`config.mk`:
```
export PLATFORM = sky130hd
export DESIGN_NAME = alu_result_stage
export DESIGN_NICKNAME = d
export VERILOG_FILES = /design/src/rtl/alu_pkg.sv /design/src/rtl/alu_flags.sv /design/src/rtl/alu_result_stage.sv
export SDC_FILE = /design/constraint.sdc
export NUM_CORES = 1
export LEC_CHECK = 0
export CORE_MARGIN = 3
export CORE_UTILIZATION = 42
export DETAILED_ROUTE_END_ITERATION = 16
export GPL_TIMING_DRIVEN = 0
export HOLD_SLACK_MARGIN = 0.03
export MAX_ROUTING_LAYER = met4
export PLACE_DENSITY_LB_ADDON = 0.3
export SLEW_MARGIN = 20
export SYNTH_ARGS = -nofsm -noshare
export SYNTH_HDL_FRONTEND = slang
export SYNTH_SLANG_ARGS = --single-unit
```
`constraint.sdc`:
```
create_clock -name clk -period 1.9 [get_ports clk]
set_clock_uncertainty 0.05 [all_clocks]
set_input_delay 0.38 -clock clk [delete_from_list [all_inputs] [get_ports clk]]
set_output_delay 0.38 -clock clk [all_outputs]
set_load 0.01 [all_outputs]
```
`src/rtl/alu_pkg.sv`:
```
// Shared ALU definitions: opcode width, opcode encodings, status flag bundle, fill-state encoding.
// Latency: n/a (types and constants only).
// Backpressure: n/a.
package alu_pkg;

  localparam int OPW = 5;

  localparam logic [OPW-1:0] OP_GET_A = 5'b00000;
  localparam logic [OPW-1:0] OP_GET_B = 5'b00001;
  localparam logic [OPW-1:0] OP_ADD   = 5'b00010;
  localparam logic [OPW-1:0] OP_SUB   = 5'b00011;

  typedef struct packed {
    logic zero;
    logic neg;
    logic ovf;
    logic illegal;
  } alu_flags_t;

  typedef enum logic [1:0] {
    ST_EMPTY = 2'd0,
    ST_ONE   = 2'd1,
    ST_TWO   = 2'd2
  } fill_state_t;

  // True for the four opcodes the ALU actually implements.
  function automatic logic is_legal_op(input logic [OPW-1:0] op);
    return (op == OP_GET_A) || (op == OP_GET_B) || (op == OP_ADD) || (op == OP_SUB);
  endfunction

endpackage

```
`src/rtl/alu_flags.sv`:
```
// Derives zero/negative/signed-overflow/illegal-op flags from an ALU transaction.
// Latency: combinational.
// Backpressure: none; pure function of its inputs.
module alu_flags
  import alu_pkg::*;
#(
  parameter int WORDSIZE = 64
) (
  input  logic [WORDSIZE-1:0] a,
  input  logic [WORDSIZE-1:0] b,
  input  logic [OPW-1:0]      op,
  input  logic [WORDSIZE-1:0] result,
  output alu_flags_t          flags
);

  localparam int MSB = WORDSIZE - 1;

  // Overflow looks only at sign bits: operands agree (add) or differ (sub) and the result sign flipped.
  always_comb begin
    flags         = '0;
    flags.zero    = (result == '0);
    flags.neg     = result[MSB];
    flags.illegal = !is_legal_op(op);
    case (op)
      OP_ADD:  flags.ovf = (a[MSB] == b[MSB]) && (result[MSB] != a[MSB]);
      OP_SUB:  flags.ovf = (a[MSB] != b[MSB]) && (result[MSB] != a[MSB]);
      default: flags.ovf = 1'b0;
    endcase
  end

endmodule

```
`src/rtl/alu_result_stage.sv`:
```
// Registers ALU results with their flags and hands them to write-back through a 2-entry skid buffer.
// Latency: one cycle from input transfer to out_valid when the buffer is empty.
// Backpressure: absorbs one stalled cycle; in_ready comes from the state register only.
module alu_result_stage
  import alu_pkg::*;
#(
  parameter int WORDSIZE = 64
) (
  input  logic                clk,
  input  logic                rst_n,
  input  logic                in_valid,
  output logic                in_ready,
  input  logic [WORDSIZE-1:0] in_a,
  input  logic [WORDSIZE-1:0] in_b,
  input  logic [OPW-1:0]      in_op,
  input  logic [WORDSIZE-1:0] in_result,
  output logic                out_valid,
  input  logic                out_ready,
  output logic [WORDSIZE-1:0] out_result,
  output logic [OPW-1:0]      out_op,
  output logic                out_zero,
  output logic                out_neg,
  output logic                out_ovf,
  output logic                out_illegal
);

  typedef struct packed {
    logic [WORDSIZE-1:0] result;
    logic [OPW-1:0]      op;
    alu_flags_t          flags;
  } entry_t;

  fill_state_t state_q, state_d;
  entry_t      head_q, tail_q;
  entry_t      in_entry;
  alu_flags_t  in_flags;

  logic in_xfer;
  logic out_xfer;
  logic load_head_in;
  logic load_head_tail;
  logic load_tail_in;

  // Flags are resolved before storage so the output side is a plain register read.
  alu_flags #(
    .WORDSIZE(WORDSIZE)
  ) u_flags (
    .a      (in_a),
    .b      (in_b),
    .op     (in_op),
    .result (in_result),
    .flags  (in_flags)
  );

  assign in_entry = '{result: in_result, op: in_op, flags: in_flags};

  assign in_ready  = (state_q != ST_TWO);
  assign out_valid = (state_q != ST_EMPTY);
  assign in_xfer   = in_valid && in_ready;
  assign out_xfer  = out_valid && out_ready;

  // Next fill state and which entry register is written this cycle.
  always_comb begin
    state_d        = state_q;
    load_head_in   = 1'b0;
    load_head_tail = 1'b0;
    load_tail_in   = 1'b0;
    case (state_q)
      ST_EMPTY: begin
        if (in_xfer) begin
          load_head_in = 1'b1;
          state_d      = ST_ONE;
        end
      end
      ST_ONE: begin
        if (in_xfer && out_xfer) begin
          // Head leaves and the new entry takes its place: full throughput.
          load_head_in = 1'b1;
        end else if (in_xfer) begin
          load_tail_in = 1'b1;
          state_d      = ST_TWO;
        end else if (out_xfer) begin
          state_d = ST_EMPTY;
        end
      end
      ST_TWO: begin
        if (out_xfer) begin
          load_head_tail = 1'b1;
          state_d        = ST_ONE;
        end
      end
      default: begin
        state_d = ST_EMPTY;
      end
    endcase
  end

  // Fill-state register; reset discards everything held.
  always_ff @(posedge clk or negedge rst_n) begin
    if (!rst_n) begin
      state_q <= ST_EMPTY;
    end else begin
      state_q <= state_d;
    end
  end

  // Entry storage; head drives the outputs directly so they stay stable while stalled.
  always_ff @(posedge clk or negedge rst_n) begin
    if (!rst_n) begin
      head_q <= '0;
      tail_q <= '0;
    end else begin
      if (load_head_in) begin
        head_q <= in_entry;
      end else if (load_head_tail) begin
        head_q <= tail_q;
      end
      if (load_tail_in) begin
        tail_q <= in_entry;
      end
    end
  end

  assign out_result  = head_q.result;
  assign out_op      = head_q.op;
  assign out_zero    = head_q.flags.zero;
  assign out_neg     = head_q.flags.neg;
  assign out_ovf     = head_q.flags.ovf;
  assign out_illegal = head_q.flags.illegal;

endmodule

```
# Yosys cells after proc, flatten, opt, wreduce, memory -nomap -nowiden
# Index checks and enable logic that the tools add are counted.
[totals]
register_bits = 148
[classes]
eq_ne = 13
mux = 16
n_reduce_logical = 15
[op_table]
columns = ["cell", "count"]
rows = [
  ["73-bit 2-to-1 mux", 2],
  ["64-bit zero test", 1],
  ["5-bit by 2-bit == test with 1-bit output, second input constant", 2],
  ["2-bit 2-to-1 mux", 5],
  ["2-bit != test, second input constant", 4],
  ["1-bit 2-to-1 mux", 6],
  ["2-bit case mux with 3 select lines", 1],
  ["5-bit by 1-bit == test with 1-bit output, second input constant", 1],
  ["1-bit logical AND", 5],
  ["5-bit zero test", 1],
  ["1-bit case mux with 2 select lines", 2],
  ["4-bit AND reduction", 1],
  ["2-bit nonzero test", 2],
  ["1-bit logical OR", 3],
  ["3-bit != test, second input constant", 1],
  ["2-bit by 1-bit == test with 1-bit output, second input constant", 1],
  ["2-bit == test, second input constant", 1],
  ["2-bit zero test", 1],
  ["1-bit != test", 2],
  ["1-bit == test", 1],
  ["1-bit zero test", 1],
]

# Depth between registers and ports, before layout
[logic_depth]
depth_word = 6
ltp_mapped = 6

# By module
# From an unflattened synthesis, not the netlist that was laid out.
[unflattened]
hier_cells = 441
area_unflattened_um2 = 6452.4
[modules_own_cells]
columns = ["module", "instances", "cells_per_inst", "area_per_inst_um2"]
rows = [
  ["alu_result_stage", 1, 413, 6256.0],
  ["alu_flags", 1, 28, 196.4],
]

# Worst setup path before layout
# Ideal clock, no wire load.
[synth_path]
path_kind = "input -> register"
from = "input port out_ready"
to = "register tail_q[10] in the netlist's numbering"
t_arrival_ns = 1.319
required_time_ns = 1.725
slack_ns = 0.406
path_stages = 4
n_path_buf = 1
path_cell_list = "nand2b_1 nor2_4 buf_4 mux2_2"
[synth_via]
elab_chain_len = 4
[synth_rtl]
columns = ["element", "line", "rtl"]
rows = [
  ["start: declaration", "alu_result_stage.sv:18", "input logic out_ready,"],
  ["1-bit logical AND", "alu_result_stage.sv:60", "assign out_xfer = out_valid && out_ready;"],
  ["1-bit logical AND", "alu_result_stage.sv:76", "if (in_xfer && out_xfer) begin"],
  ["1-bit 2-to-1 mux", "alu_result_stage.sv:76", ""],
  ["1-bit 2-to-1 mux", "alu_result_stage.sv:68", "case (state_q)"],
  ["end signal: assignment", "alu_result_stage.sv:119", "tail_q <= in_entry;"],
  ["end: declaration", "alu_result_stage.sv:34", "entry_t head_q, tail_q;"],
]
# Every way passes these cells.
# A chain may end at the register's enable or synchronous reset.

# Worst setup path in the final report
[layout_path]
from = "input port out_ready"
to = "register tail_q[38] in the netlist's numbering"
# Same word-level chain as after synthesis.

==> run metrics <==
VDD IR max 0.743 mV; CP Class input pin to register; Ys Warns 0; combinational family with the most area after synthesis simple AND/OR/NAND/NOR gates; Vias around 5,200; IO Pins 276; GPL Wtd Cong 0.876; nets@finish 960; Seq/Total Area, Yosys 58.7%; CP endpoint kind register; Hold Fails Final Rpt 0; Synth top cells by count 146 x dfrtp_1, 141 x nand2_1, 72 x nor2_1, 69 x a31oi_1, 64 x mux2_2; synth top area cells dfrtp_1 59%, mux2_2 12%, nand2_1 8.5%, a31oi_1 6.9%, nor2_1 4.3%; Inserted Diodes 0; # rows 43; critical-path cell list clkdlybuf4s50_1 > nand2b_1 > nor2_4 > buf_12 > buf_4 > mux2_2; total grt overflow 0; DR vias/cell approximately 5.5; status completed; H-tree level count 4; Post-synth EDFFs 0; Area Growth Syn to Fin 38.9%; ANT nets after route 0; fmax 0.533 GHz; cell area after layout 0.00865 mm2; Power Dens Cells 1400 mW/mm2; CP bufs+invs 3; Mapped Area 0.00623 mm2; Setup TNS Final 0 ns; count of endpoints failing setup in the final report 0; share of the synthesized area in the top cell type 58.7%; Root Buffer clkbuf_16; Critical Path Fanout Max 10; Tcrit/Tclk final 98.7%; drt drc 0; initial antenna violation count 0; Synth Area in Compound Gates 8.04%; fraction of registers with async set/reset 100%; Main synth FF type dfrtp_1; count leader, synth dfrtp_1; I/O Buffers 149; HP Class input pin to asynchronous set/reset pin; CTS sink cnt 146; Syn Inst Count between 500 and 600; Starting Density 43.9%; post-synthesis register bit count 146; GRT Total Usage 22.5%; largest net degree at the start of global routing slightly above 90; PnR Total Power 12.1 mW; syn_area_per_cell 10.6 um2; vias in the first global route 5,211; delay-heaviest family, CP buffers and inverters; Num CTS Buffers 17; CTS tree built; Relative slew margins between 60% and 70%; max cap viols 0; r2r setup slk 0.11 ns; Die W 128 um; Synth Area in Simple Gates approximately 17%; post-detail-place hpwl 12,400 um; Slew Limit Fails 0; Hold Worst Slack 0.415 ns; WL/cell 18.4 um; mux contribution to synthesized area around 13%; Routed WL 17,500 um; share of cells above drive strength 1 18.8%; LEAKAGE between 3 and 4 nW; crit path time final 1.88 ns; Max stage delay on crit path 0.53 ns; Adder-Cell Fraction of Synth Area 0%; first-pass GRT wire length 27,600 um; CORE AREA around 0.014 mm2; Initial DRC Count 302; slew at the pin closest to its max-slew limit ~0.47 ns; worst-case clock buffer depth 2; clk slew on worst S/H paths 0.06 ns; die area 0.0163 mm2; CP required 2.15 ns; syn_nets between 700 and 800; CP Data Arrival Time 2.13 ns; slowest CP cell clkdlybuf4s50_1; die height 128 um; storage element area about 0.0037 mm2; critical path startpoint category input pin; fillers 1,134; Synth cell types 28; xor/xnor share of the synthesized area less than 1%; Cell Area, Placed 0.00798 mm2; clk_lat worst skew 0.42 ns; Multi-input gate area 0.00242 mm2; Synth area leader dfrtp_1; iteration count of the initial detailed-routing pass 5
report_power, final:
part | total, mW | switching [mW] | leakage (nW) | internal (mW)
logic | 3.82 | 1.68 | 1.66 | 2.14
clock network | 3.27 | 1.24 | 0.282 | 2.02
registers | 5.01 | 0.714 | 1.70 | 4.30
layout make-up:
| cell class | count | area share (%) |
|---|---|---|
| timing repair buffer | 153 | 18.0 |
| buffer | 37 | 2.50 |
| clock inverter | 10 | 1.24 |
| tap | 180 | 2.60 |
| sequential | 146 | 42.2 |
| multi-input combinational | 404 | 27.9 |
| clock buffer | 22 | 5.48 |
cell usage in the layout (no fill, tap or decap), drive strengths merged, types with 6 or more instances in the layout:
cell type      synthesis  final
a31oi                 69     69
buf                   33     36
clkbuf                 4     27
clkdlybuf4s50          0    145
dfrtp                146    146
mux2                  71     71
nand2                141    141
nand4                  6      6
nor2                  74     74
nor4                  17     17
path summary, 6_finish.rpt:
check / endpoint / cells past startpoint / start
worst max-delay path: tail_q[38]$_DFFE_PN0P_ / 6 / out_ready
worst min register to register: tail_q[70]$_DFFE_PN0P_ / 1 / tail_q[70]$_DFFE_PN0P_
max in group asynchronous: tail_q[35]$_DFFE_PN0P_ / 3 / rst_n
worst min-delay path: out_result[18]$_DFFE_PN0P_ / 2 / rst_n
worst max register to register: out_ovf$_DFFE_PN0P_ / 7 / state_q[1]$_DFFE_PN0P_
min in group clk: tail_q[70]$_DFFE_PN0P_ / 1 / tail_q[70]$_DFFE_PN0P_
kinds of logic after synthesis:
group,count (synthesis)
buf+inv,37
xor+xnor,1
simple gates,250
flops,146
mux,72
compound gates,81
sequential cells by signal, summed over array words and instances (netlist names):
register and count:
out_result 63, tail_q 72, out_illegal 1, out_op 5, out_ovf 1, state_q 2, out_neg 1, out_zero 1
per-stage QoR:
stage,setup WS (ns),std cells,utilization [%]
floorplan,0.406,587,-
global route,-0.0340,952,60.9
global placement,-5.24,916,55.9
CTS,0.00163,951,60.4
finish,0.0244,952,60.9
detailed placement,-0.591,917,56.2
timing repair:
item,CTS,global route
gates resized for setup,6,11
hold buffers,1,0
endpoints found under the hold margin,54,0
setup endpoints to repair,20,131
pin swaps,1,1
buffers inserted,1,1
metal layers:
metal	vias up	GRT usage, %	part of all wire [%]
li1	2375	-	-
met1	2576	31.4	45
met2	237	32.8	46
met3	21	6.25	8.2
met4	0	6.05	1.5
met5	-	-	0
(Power assumes the default switching activity.)
